### src/rtl/wb_cmd_initiator.sv
`default_nettype none
// ============================================================================
//  Module   : wb_cmd_initiator
//  Brief    : Wishbone classic initiator fed by a command FIFO; one bus cycle
//             outstanding, one response per command, per-cycle ack timeout.
//  Revision : 1.0 - initial release
// ============================================================================
module wb_cmd_initiator #(
  parameter int DEPTH   = 4,
  parameter int TIMEOUT = 255
) (
  input  logic        clk,
  input  logic        reset,
  input  logic        cmd_valid,
  output logic        cmd_ready,
  input  logic        cmd_we,
  input  logic [31:0] cmd_adr,
  input  logic [31:0] cmd_dat,
  input  logic [3:0]  cmd_sel,
  output logic        rsp_valid,
  input  logic        rsp_ready,
  output logic        rsp_we,
  output logic [31:0] rsp_dat,
  output logic        rsp_timeout,
  output logic [31:0] wb__adr,
  output logic [31:0] wb__dat_w,
  input  logic [31:0] wb__dat_r,
  output logic [3:0]  wb__sel,
  output logic        wb__cyc,
  output logic        wb__stb,
  output logic        wb__we,
  input  logic        wb__ack,
  output logic        busy
);

  localparam int c_ptr_w = $clog2(DEPTH);
  localparam int c_cnt_w = $clog2(TIMEOUT + 1);
  localparam logic [c_ptr_w:0]   c_depth    = (c_ptr_w + 1)'(DEPTH);
  localparam logic [c_cnt_w-1:0] c_cnt_last = c_cnt_w'(TIMEOUT - 1);

  typedef enum logic [1:0] {
    S_IDLE = 2'd0,
    S_BUS  = 2'd1,
    S_RESP = 2'd2
  } state_t;

  state_t             r_state;
  logic [c_cnt_w-1:0] r_cnt;

  logic               r_mem_we  [DEPTH];
  logic [31:0]        r_mem_adr [DEPTH];
  logic [31:0]        r_mem_dat [DEPTH];
  logic [3:0]         r_mem_sel [DEPTH];
  logic [c_ptr_w-1:0] r_wr_ptr;
  logic [c_ptr_w-1:0] r_rd_ptr;
  logic [c_ptr_w:0]   r_count;

  logic w_push;
  logic w_pop;
  logic w_empty;

  // Ready comes from the registered count only; a pop on the same edge does
  // not open a slot early.
  assign w_empty   = (r_count == '0);
  assign cmd_ready = (r_count != c_depth);
  assign w_push    = cmd_valid && cmd_ready;
  assign w_pop     = (r_state == S_IDLE) && !w_empty;
  assign busy      = !w_empty || (r_state != S_IDLE);

  always_ff @(posedge clk) begin
    if (w_push) begin
      r_mem_we[r_wr_ptr]  <= cmd_we;
      r_mem_adr[r_wr_ptr] <= cmd_adr;
      r_mem_dat[r_wr_ptr] <= cmd_dat;
      r_mem_sel[r_wr_ptr] <= cmd_sel;
    end
  end

  always_ff @(posedge clk or negedge reset) begin
    if (!reset) begin
      r_wr_ptr <= '0;
      r_rd_ptr <= '0;
      r_count  <= '0;
    end else begin
      if (w_push) r_wr_ptr <= r_wr_ptr + 1'b1;
      if (w_pop)  r_rd_ptr <= r_rd_ptr + 1'b1;
      case ({w_push, w_pop})
        2'b10:   r_count <= r_count + 1'b1;
        2'b01:   r_count <= r_count - 1'b1;
        default: r_count <= r_count;
      endcase
    end
  end

  always_ff @(posedge clk or negedge reset) begin
    if (!reset) begin
      r_state     <= S_IDLE;
      r_cnt       <= '0;
      wb__adr     <= '0;
      wb__dat_w   <= '0;
      wb__sel     <= '0;
      wb__we      <= 1'b0;
      wb__cyc     <= 1'b0;
      wb__stb     <= 1'b0;
      rsp_valid   <= 1'b0;
      rsp_we      <= 1'b0;
      rsp_dat     <= '0;
      rsp_timeout <= 1'b0;
    end else begin
      case (r_state)
        S_IDLE: begin
          if (!w_empty) begin
            wb__adr   <= r_mem_adr[r_rd_ptr];
            wb__dat_w <= r_mem_dat[r_rd_ptr];
            wb__sel   <= r_mem_sel[r_rd_ptr];
            wb__we    <= r_mem_we[r_rd_ptr];
            wb__cyc   <= 1'b1;
            wb__stb   <= 1'b1;
            r_cnt     <= '0;
            r_state   <= S_BUS;
          end
        end
        S_BUS: begin
          // Ack is tested first so a late ack beats the timeout on the same edge.
          if (wb__ack) begin
            rsp_dat     <= wb__we ? 32'd0 : wb__dat_r;
            rsp_we      <= wb__we;
            rsp_timeout <= 1'b0;
            rsp_valid   <= 1'b1;
            wb__cyc     <= 1'b0;
            wb__stb     <= 1'b0;
            r_state     <= S_RESP;
          end else if (r_cnt == c_cnt_last) begin
            rsp_dat     <= '0;
            rsp_we      <= wb__we;
            rsp_timeout <= 1'b1;
            rsp_valid   <= 1'b1;
            wb__cyc     <= 1'b0;
            wb__stb     <= 1'b0;
            r_state     <= S_RESP;
          end else begin
            r_cnt <= r_cnt + 1'b1;
          end
        end
        S_RESP: begin
          if (rsp_ready) begin
            rsp_valid <= 1'b0;
            r_state   <= S_IDLE;
          end
        end
        default: r_state <= S_IDLE;
      endcase
    end
  end

endmodule
`default_nettype wire
### config.mk
export PLATFORM = sky130hd
export DESIGN_NAME = wb_cmd_initiator
export DESIGN_NICKNAME = d
export VERILOG_FILES = /design/src/rtl/wb_cmd_initiator.sv
export SDC_FILE = /design/constraint.sdc
export NUM_CORES = 1
export LEC_CHECK = 0
export ABC_AREA = 1
export CORE_MARGIN = 2
export CORE_UTILIZATION = 45
export DETAILED_ROUTE_END_ITERATION = 10
export PLACE_DENSITY = 0.77
export SYNTH_ARGS = -nofsm -noshare
export SYNTH_HDL_FRONTEND = slang
export SYNTH_SLANG_ARGS = --single-unit
export TNS_END_PERCENT = 20
### constraint.sdc
create_clock -name clk -period 8 [get_ports clk]
set_clock_uncertainty 0.05 [all_clocks]
set_input_delay 1.6 -clock clk [delete_from_list [all_inputs] [get_ports clk]]
set_output_delay 1.6 -clock clk [all_outputs]
set_load 0.01 [all_outputs]
# Word-level counts from Yosys, hierarchy flattened
# Memory sizes are Yosys's and may differ from the RTL's. A register that Yosys moved wholly into a read port is not among the register bits.
# Index checks and enable logic that the tools add are counted.
# Widths: inputs -> output; s select.
dict set report totals {
  register_bits 53
  ram_bits 276
  inputBits 106
  output_inout_bits 108
  word_cells 78
  n_memories 4
}
dict set report classes {
  addsub 5
  n_eq_ne 11
  muxes 26
  bitwise 1
  n_reduce_logical 21
}
# memory depth width read_ports rd_clocked_by_memory_dff wr line
set memory_table {}
lappend memory_table {r_mem_adr 4 32 1 1 1 51} ;# logic [31:0] r_mem_adr [DEPTH];
lappend memory_table {r_mem_dat 4 32 1 1 1 52} ;# logic [31:0] r_mem_dat [DEPTH];
lappend memory_table {r_mem_sel 4 4 1 1 1 53} ;# logic [3:0] r_mem_sel [DEPTH];
lappend memory_table {r_mem_we 4 1 1 1 1 50} ;# logic r_mem_we [DEPTH];
# op count
set ops {}
lappend ops {{$mux 32} 3}
lappend ops {{$mux 8} 3}
lappend ops {{$pmux 8 s2} 1}
lappend ops {{$mux 1} 11}
lappend ops {{$reduce_bool 2->1} 5}
lappend ops {{$reduce_and 3->1} 3}
lappend ops {{$add 8x1->8 const B} 1}
lappend ops {{$eq 8x8->1 const B} 1}
lappend ops {{$mux 2} 4}
lappend ops {{$ne 2x2->1 const B} 4}
lappend ops {{$ne 3x3->1 const B} 2}
lappend ops {{$pmux 2 s3} 1}
lappend ops {{$pmux 3 s2} 1}
lappend ops {{$logic_not 1->1} 5}
lappend ops {{$add 2x1->2 const B} 2}
lappend ops {{$eq 2x1->1 const B} 2}
lappend ops {{$eq 2x2->1 const B} 2}
lappend ops {{$pmux 1 s2} 2}
lappend ops {{$reduce_and 2->1} 2}
lappend ops {{$reduce_and 4->1} 1}
lappend ops {{$add 3x1->3 const B} 1}
lappend ops {{$logic_not 3->1} 1}
lappend ops {{$sub 3x1->3 const B} 1}
lappend ops {{$logic_and 1x1->1} 2}
lappend ops {{other kinds (3)} 3}

# Longest topological paths before layout
# Gate-level depths: netlist of run 1.
dict set report depth {
  depth_word 5
  ltp_mapped 12
  mapped_depth_nobuf 10
}

# Least setup slack after synthesis of run 1
# Ideal clock, no wire load.
dict set report synth_timing {
  path_kind {input to register}
  start {input cmd_valid}
  end {memory r_mem_adr[0][0], enable pin}
  setup_ns 0.497
  arrival_ns 4.667
  t_required_ns 7.453
  setup_slack_ns 2.786
  path_stages 2
  path_cell_list {nand2_1 -> nor2_1}
}
dict set report synth_between {
  elab_chain_cells 3
}
# item line
set synth_rtl {}
lappend synth_rtl {{start: declaration} 14} ;# input logic cmd_valid,
lappend synth_rtl {{$logic_and 1x1->1} 66} ;# assign w_push = cmd_valid && cmd_ready;
lappend synth_rtl {{$mux 1} 71} ;# if (w_push) begin
lappend synth_rtl {{$mux 1 (not written as such)} 73} ;# r_mem_adr[r_wr_ptr] <= cmd_adr;
lappend synth_rtl {{end: declaration} 51}
# Every way passes these cells.

# Worst setup path after layout of run 1
dict set report layout_timing {
  start {register r_state[1]}
  end {output busy}
}
dict set report layout_between {
  elab_chain_cells 2
}
# item line
set layout_rtl {}
lappend layout_rtl {{start: declaration} 47} ;# state_t r_state;
lappend layout_rtl {{start signal: assignment} 97} ;# r_state <= S_IDLE;
lappend layout_rtl {{start signal: assignment} 120} ;# r_state <= S_BUS;
lappend layout_rtl {{start signal: assignment} 132} ;# r_state <= S_RESP;
lappend layout_rtl {{$reduce_bool 2->1} 68} ;# assign busy = !w_empty || (r_state != S_IDLE);
lappend layout_rtl {{$logic_or 1x1->1} 68}
lappend layout_rtl {{end: declaration} 33} ;# output logic busy
# Every way passes these cells.

==> results.py, run 1 <==
metrics = {
    "power_and_ir_drop": {
        "p_per_area_nw_per_um2": 388.3,
        "p_sw_mw": 2.560,
        "p_leak_nw": 6.848,
        "swShare_pct": 34.60,
        "pwr-share-seq_pct": 42.5,
        "pwr-share-comb_pct": 31.9,
        "peakVddDrop_mv": 0.2520,
        "p_int_mw": 4.839,
        "clkPwrFrac_pct": 25.6,
    },
    "global_routing": {
        "grt_pass1_vias": 9996,
        "antenna_found_initial": 2,
        "grt_pass1_wl_um": 53760,
        "overflow": 0,
        "grt_usage_pct": 19.24,
        "grt_max_degree": 140,
    },
    "synth": {
        "syn-cell-area_um2": 15380,
        "async_flop_share_pct": 30.65,
        "yosys.area.top_type_share_pct": 53.88,
        "yosysTopAreaCell": "edfxtp_1",
        "syn_avg_cell_area_um2": 12.41,
        "ys_types": 29,
        "synth-main-ff-cell": "edfxtp_1",
        "synth_common_cells": "nor2_1 (358), edfxtp_1 (276), o21ai_0 (144)",
        "seq_area_frac_synth_pct": 73.73,
        "ys_ff_latch": 398,
        "synth.net_count": 1354,
        "ys_warn_count": 0,
        "synth_top_cells_by_area": "edfxtp_1 (54%), dfrtp_1 (20%), nor2_1 (8.7%)",
        "synth-edff-count": 276,
        "synthCells": 1240,
        "synth.most_common_cell": "nor2_1",
    },
    "sta": {
        "tns_ns": 0,
        "finalSetupViolCount": 0,
        "timing.final.max_slew_violations": 0,
        "fin_ws_ns": 4.560,
        "finalCritPeriodShare_pct": 43.00,
        "finalHoldViolCount": 0,
        "finalCriticalPeriod_ns": 3.440,
        "worstMarginPinSlew_ns": 1.262,
        "max_clock_freq_ghz": 0.2907,
        "rsz0062_at_grt": "false",
        "slew_headroom_pct": 15.87,
    },
    "drt": {
        "first_iter_violations": 812,
        "via_per_inst": 5.259,
        "drc": 0,
        "totalWireLength_um": 34610,
        "ant_nets": 0,
        "wire_per_inst_um": 18.10,
        "vias": 10055,
        "drt_first_pass_iters": 5,
    },
    "clocking": {
        "cts_resized": 0,
        "clk_pin_slew_ns": 0.06,
        "ctsRootBufferMaster": "clkbuf_16",
        "ctsHoldBuffers": 0,
        "clock_path_buffers": 3,
        "cts_tree": "built",
        "cts_sinks": 398,
        "clkLatencyLatePin_ns": 0.53,
        "postCtsSetupBuffers": 0,
        "htreeDepth": 2,
        "numCtsBuffers": 41,
    },
    "worst_hold_path": {
        "hold_path_class": "flip-flop to flip-flop",
        "whs_endpoint": "rsp_dat[26]",
        "hp-start": "rsp_dat[26]",
        "min_path_cells": 2,
    },
    "critical_path": {
        "cp.arrival_ns": 1.79,
        "crit_type": "flip-flop to output port",
        "end_kind": "output port",
        "critical_path.max_fanout": 4,
        "required_ns": 6.35,
        "worstSetupStartpointType": "flip-flop",
        "rr_worst_depth": 5,
        "r2r_slack_ns": 5.26,
        "r2r-end": "wb__sel[1]",
        "rr_startpoint": "r_rd_ptr[1]",
        "cp-startpoint": "r_state[1]",
    },
    "place": {
        "place.gp.congestion": 0.8428,
        "place_hpwl_um": 19930,
        "post-place-ws_ns": 4.066,
        "placement.io_buffers": 213,
    },
    "run": {
        "drv_cap": 0,
    },
    "floorplan": {
        "die_y_um": 188.9,
        "ioPinCount": 214,
        "initial_utilization_pct": 45.76,
        "core_area_um2": 33620,
        "die_width_um": 188.9,
        "dieArea_um2": 35680,
        "num_rows": 67,
    },
    "finish": {
        "drive_above_1_share_pct": 8.066,
        "area_growth_pct": 23.87,
        "nets": 1545,
    },
    "outcome": {
        "status": "finished, final reports clean",
    },
}
## per-stage QoR
stage	utilization, %	hold WS, ns	instance area [um2]	cells	power [mW]
finish	56.68	0.4345	19050	1912	7.399
global route	56.67	0.4551	19050	1911	7.842
CTS	56.67	0.4355	19050	1911	7.464
detailed placement	52.67	0.4203	17700	1836	5.557
global placement	52.67	0.4148	17700	1836	5.468
floorplan	-	0.3998	15380	1240	4.663
## cells by family (layout without fill, tap and decap cells)
| family | count (synthesis) | count (layout) | share of synthesized area (%) |
|---|---|---|---|
| fa+ha+maj | 8 | 8 | 0.6995 |
| xor+xnor | 5 | 5 | 0.2847 |
| buf+inv | 97 | 320 | 3.685 |
| other cells | 0 | 1 | 0 |
| compound gates | 253 | 253 | 9.338 |
| flops | 398 | 398 | 73.73 |
| simple gates | 479 | 479 | 12.27 |
## flip-flops by register name, indices dropped and copies added (netlist names)
name         flops
r_state          2
rsp_valid        1
rsp_we           1
r_mem_we         4
r_mem_dat      128
r_wr_ptr         2
rsp_timeout      1
wb__stb          1
r_rd_ptr         2
r_mem_adr      128
r_cnt            8
r_count          3
wb__adr         32
r_mem_sel       16
rsp_dat         32
wb__dat_w       32
wb__sel          4
wb__we           1
## worst max-delay path by stage
stage / cells past startpoint / slack, ns / end
after detailed placement: 4 / 4.07 / r_mem_dat[1][31]
after floorplan: 2 / 2.79 / r_mem_adr[0][0]
after global routing: 4 / 4.47 / r_mem_adr[1][16]
after CTS: 3 / 4.52 / busy
final: 3 / 4.56 / busy
after global placement: 4 / 4.13 / r_mem_adr[3][0]
## routing by layer
metal,GRT usage (%),vias to the layer above,wire length (um)
met5,0,-,12
li1,-,4692,-
met4,5.138,2,712
met1,25.86,4942,14520
met2,32.34,360,16860
met3,3.652,59,2500
## final cells by class
type	count	area [um2]
Clock buffer	42	1030
Sequential cell	398	11350
Fill cell	2700	14560
Timing Repair Buffer	221	2193
Multi-Input combinational cell	745	3507
Tap cell	448	560.5
Clock inverter	33	316.6
Inverter	24	95.09
Antenna cell	1	2.502
## worst max-delay path, cell delays in order (launching register included)
cell,delay (ns)
dfrtp_1,0.46
nor2_4,0.14
nand4_1,0.13
clkdlybuf4s50_1,0.53
## power groups by stage
| stage | combinational (mW) | clock (mW) | sequential (mW) |
|---|---|---|---|
| 2_1_floorplan | 1.53 | 0 | 3.13 |
| 3_3_place_gp | 2.30 | 0 | 3.17 |
| 3_5_place_dp | 2.38 | 0 | 3.18 |
| 4_1_cts | 2.39 | 1.93 | 3.15 |
| 5_1_grt | 2.63 | 2.01 | 3.20 |
| 6_report | 2.36 | 1.89 | 3.14 |
## placed cells by master (no fill, tap or decap), types with 11 or more instances in the layout
master / Yosys / routed
dfrtp_1: 122 / 120
clkbuf_16: 0 / 41
clkinv_2: 0 / 11
inv_1: 20 / 20
o21ai_2: 22 / 22
nand3_1: 11 / 11
edfxtp_1: 276 / 276
nand2_1: 97 / 97
o21ai_1: 16 / 16
nor2_1: 358 / 353
clkdlybuf4s50_1: 0 / 212
a31oi_1: 68 / 68
o21ai_0: 144 / 144
Note: power is estimated with default switching activity, not from simulation.
==> inputs of run 2 (changes only) <==
==> constraint.sdc (replaced) <==
create_clock -name clk -period 3.4 [get_ports clk]
set_clock_uncertainty 0.05 [all_clocks]
set_input_delay 0.68 -clock clk [delete_from_list [all_inputs] [get_ports clk]]
set_output_delay 0.68 -clock clk [all_outputs]
set_load 0.01 [all_outputs]
==> run 2 against run 1 <==
- worst hold slack worse by 0.32 ns
- via count about the same
- power up 140%
- clock power up 140%
- flip-flop and latch count unchanged
- utilization up 0.40 points
- global-route usage about the same
- critical path depth unchanged
- first-iteration DRC count down 14%
- worst setup slack worse by 3.6 ns
==> results.py, run 2 (synthesis results as in run 1) <==
metrics = {
    "finish": {
        "drive_above_1_share_pct": 8.542,
        "final_common_cell": "nor2_1",
        "largestRegisters": "r_mem_adr (128), r_mem_dat (128)",
        "area_growth_pct": 24.74,
        "multi_input_area_um2": 3507,
        "final_cell_mix": "nor2_1 (353), edfxtp_1 (276), clkdlybuf4s50_1 (212)",
        "fin_cells": 1925,
        "nets": 1556,
        "register_area_um2": 11350,
        "fillers": 2647,
    },
    "sta": {
        "timing.final.max_slew_violations": 0,
        "finalCritPeriodShare_pct": 71.89,
        "fin_ws_ns": 0.9559,
        "finalCriticalPeriod_ns": 2.444,
        "max_clock_freq_ghz": 0.4092,
        "hold_slack_ns": 0.1140,
        "rsz0062_at_grt": "false",
        "slew_headroom_pct": 37.11,
        "finalSetupViolCount": 0,
        "worstMarginPinSlew_ns": 0.9434,
        "finalHoldViolCount": 0,
        "tns_ns": 0,
    },
    "place": {
        "place_inst": 1847,
        "post-place-ws_ns": 0.6011,
        "place.gp.congestion": 0.8337,
        "placement.io_buffers": 213,
        "place_hpwl_um": 20170,
    },
    "power_and_ir_drop": {
        "p_int_mw": 11.52,
        "pwr-share-comb_pct": 33.6,
        "swShare_pct": 34.26,
        "p_total_mw": 17.52,
        "pwr-share-seq_pct": 40.9,
        "clkPwrFrac_pct": 25.5,
        "p_leak_nw": 6.923,
        "peakVddDrop_mv": 0.6509,
        "p_per_area_nw_per_um2": 913.2,
        "p_sw_mw": 6.003,
    },
    "critical_path": {
        "cp_slowest_cell": "clkdlybuf4s50_1",
        "crit_type": "flip-flop to output port",
        "worstSetupStartpointType": "flip-flop",
        "path_cells": "nor2_4, nand4_1, clkdlybuf4s50_1",
        "critical_path.max_fanout": 4,
        "cp.arrival_ns": 1.71,
        "worst-path-buf-inv": 1,
        "max_stage_delay_ns": 0.52,
        "crit_family": "buffers and inverters",
        "end_kind": "output port",
        "required_ns": 2.67,
    },
    "floorplan": {
        "dieArea_um2": 35680,
        "die_y_um": 188.9,
        "initial_utilization_pct": 45.76,
        "die_width_um": 188.9,
        "num_rows": 67,
        "ioPinCount": 214,
        "core_area_um2": 33620,
    },
    "drt": {
        "ant_nets": 0,
        "drc": 0,
        "wire_per_inst_um": 18.10,
        "first_iter_violations": 696,
        "totalWireLength_um": 34840,
        "drt_first_pass_iters": 5,
        "via_per_inst": 5.226,
        "vias": 10061,
    },
    "clocking": {
        "cts_tree": "built",
        "cts_resized": 0,
        "clk_pin_slew_ns": 0.06,
        "cts_sinks": 398,
        "numCtsBuffers": 41,
        "postCtsSetupBuffers": 0,
        "ctsRootBufferMaster": "clkbuf_16",
        "clock_path_buffers": 3,
        "ctsHoldBuffers": 0,
        "htreeDepth": 2,
        "clkLatencyLatePin_ns": 0.52,
    },
    "global_routing": {
        "grt_pass1_vias": 9919,
        "overflow": 0,
        "grt_pass1_wl_um": 53660,
        "grt_max_degree": 72,
        "grt_usage_pct": 19.20,
        "antenna_found_initial": 2,
    },
    "run": {
        "drv_cap": 0,
    },
    "outcome": {
        "status": "finished, final reports clean",
    },
    "worst_hold_path": {
        "hold_path_class": "primary input to async pin",
    },
}
[run 2: power groups by stage]
stage | combinational (mW) | sequential (mW) | clock, mW
global placement | 5.74 | 7.21 | 0
global route | 6.54 | 7.27 | 4.76
floorplan | 3.61 | 7.37 | 0
finish | 5.89 | 7.16 | 4.47
CTS | 5.98 | 7.17 | 4.56
detailed placement | 5.96 | 7.24 | 0
[run 2: worst register-to-register path, stage by stage, from the launching register on]
cell,delay (ns)
dfrtp_1,0.37
inv_1,0.14
nand3_1,0.12
nand2_1,0.41
ha_1,0.23
inv_1,0.06
fa_1,0.38
a21oi_1,0.14
o21ai_0,0.11
xor2_1,0.15
[run 2: worst paths after layout]
path                             startpoint     endpoint  slack [ns]  depth (start not counted)
worst max-delay path             r_state[1]         busy        0.96                          3
min in group clk                rsp_dat[31]  rsp_dat[31]        0.43                          2
worst min-delay path                  reset   rsp_dat[8]        0.11                          1
max in group asynchronous             reset  rsp_dat[21]        2.38                          2
worst max register to register   r_count[1]   r_count[2]        1.11                          9
worst min register to register  rsp_dat[31]  rsp_dat[31]        0.43                          2
[run 2: metrics by stage]
stage,area (um2),utilization [%]
after floorplan,15380,-
after global placement,17820,53.02
after detailed placement,17820,53.02
after CTS,19180,57.07
after global routing,19180,57.07
final,19190,57.08
[run 2: cell type report]
| cell class | instances | area share [%] |
|---|---|---|
| inverter | 24 | 0.4956 |
| timing repair buffer | 232 | 12.06 |
| clock inverter | 25 | 1.213 |
| antenna | 2 | 0.02608 |
| multi-input combinational | 745 | 18.28 |
| tap | 448 | 2.921 |
| clock buffer | 51 | 5.869 |
| sequential | 398 | 59.14 |
[run 2: per-layer routing]
metal / part of all wire, % / GRT usage, %
met1: 42 / 24.94
met2: 49 / 32.64
met3: 7.2 / 4.152
met4: 2.2 / 5.619
met5: 0.032 / 0
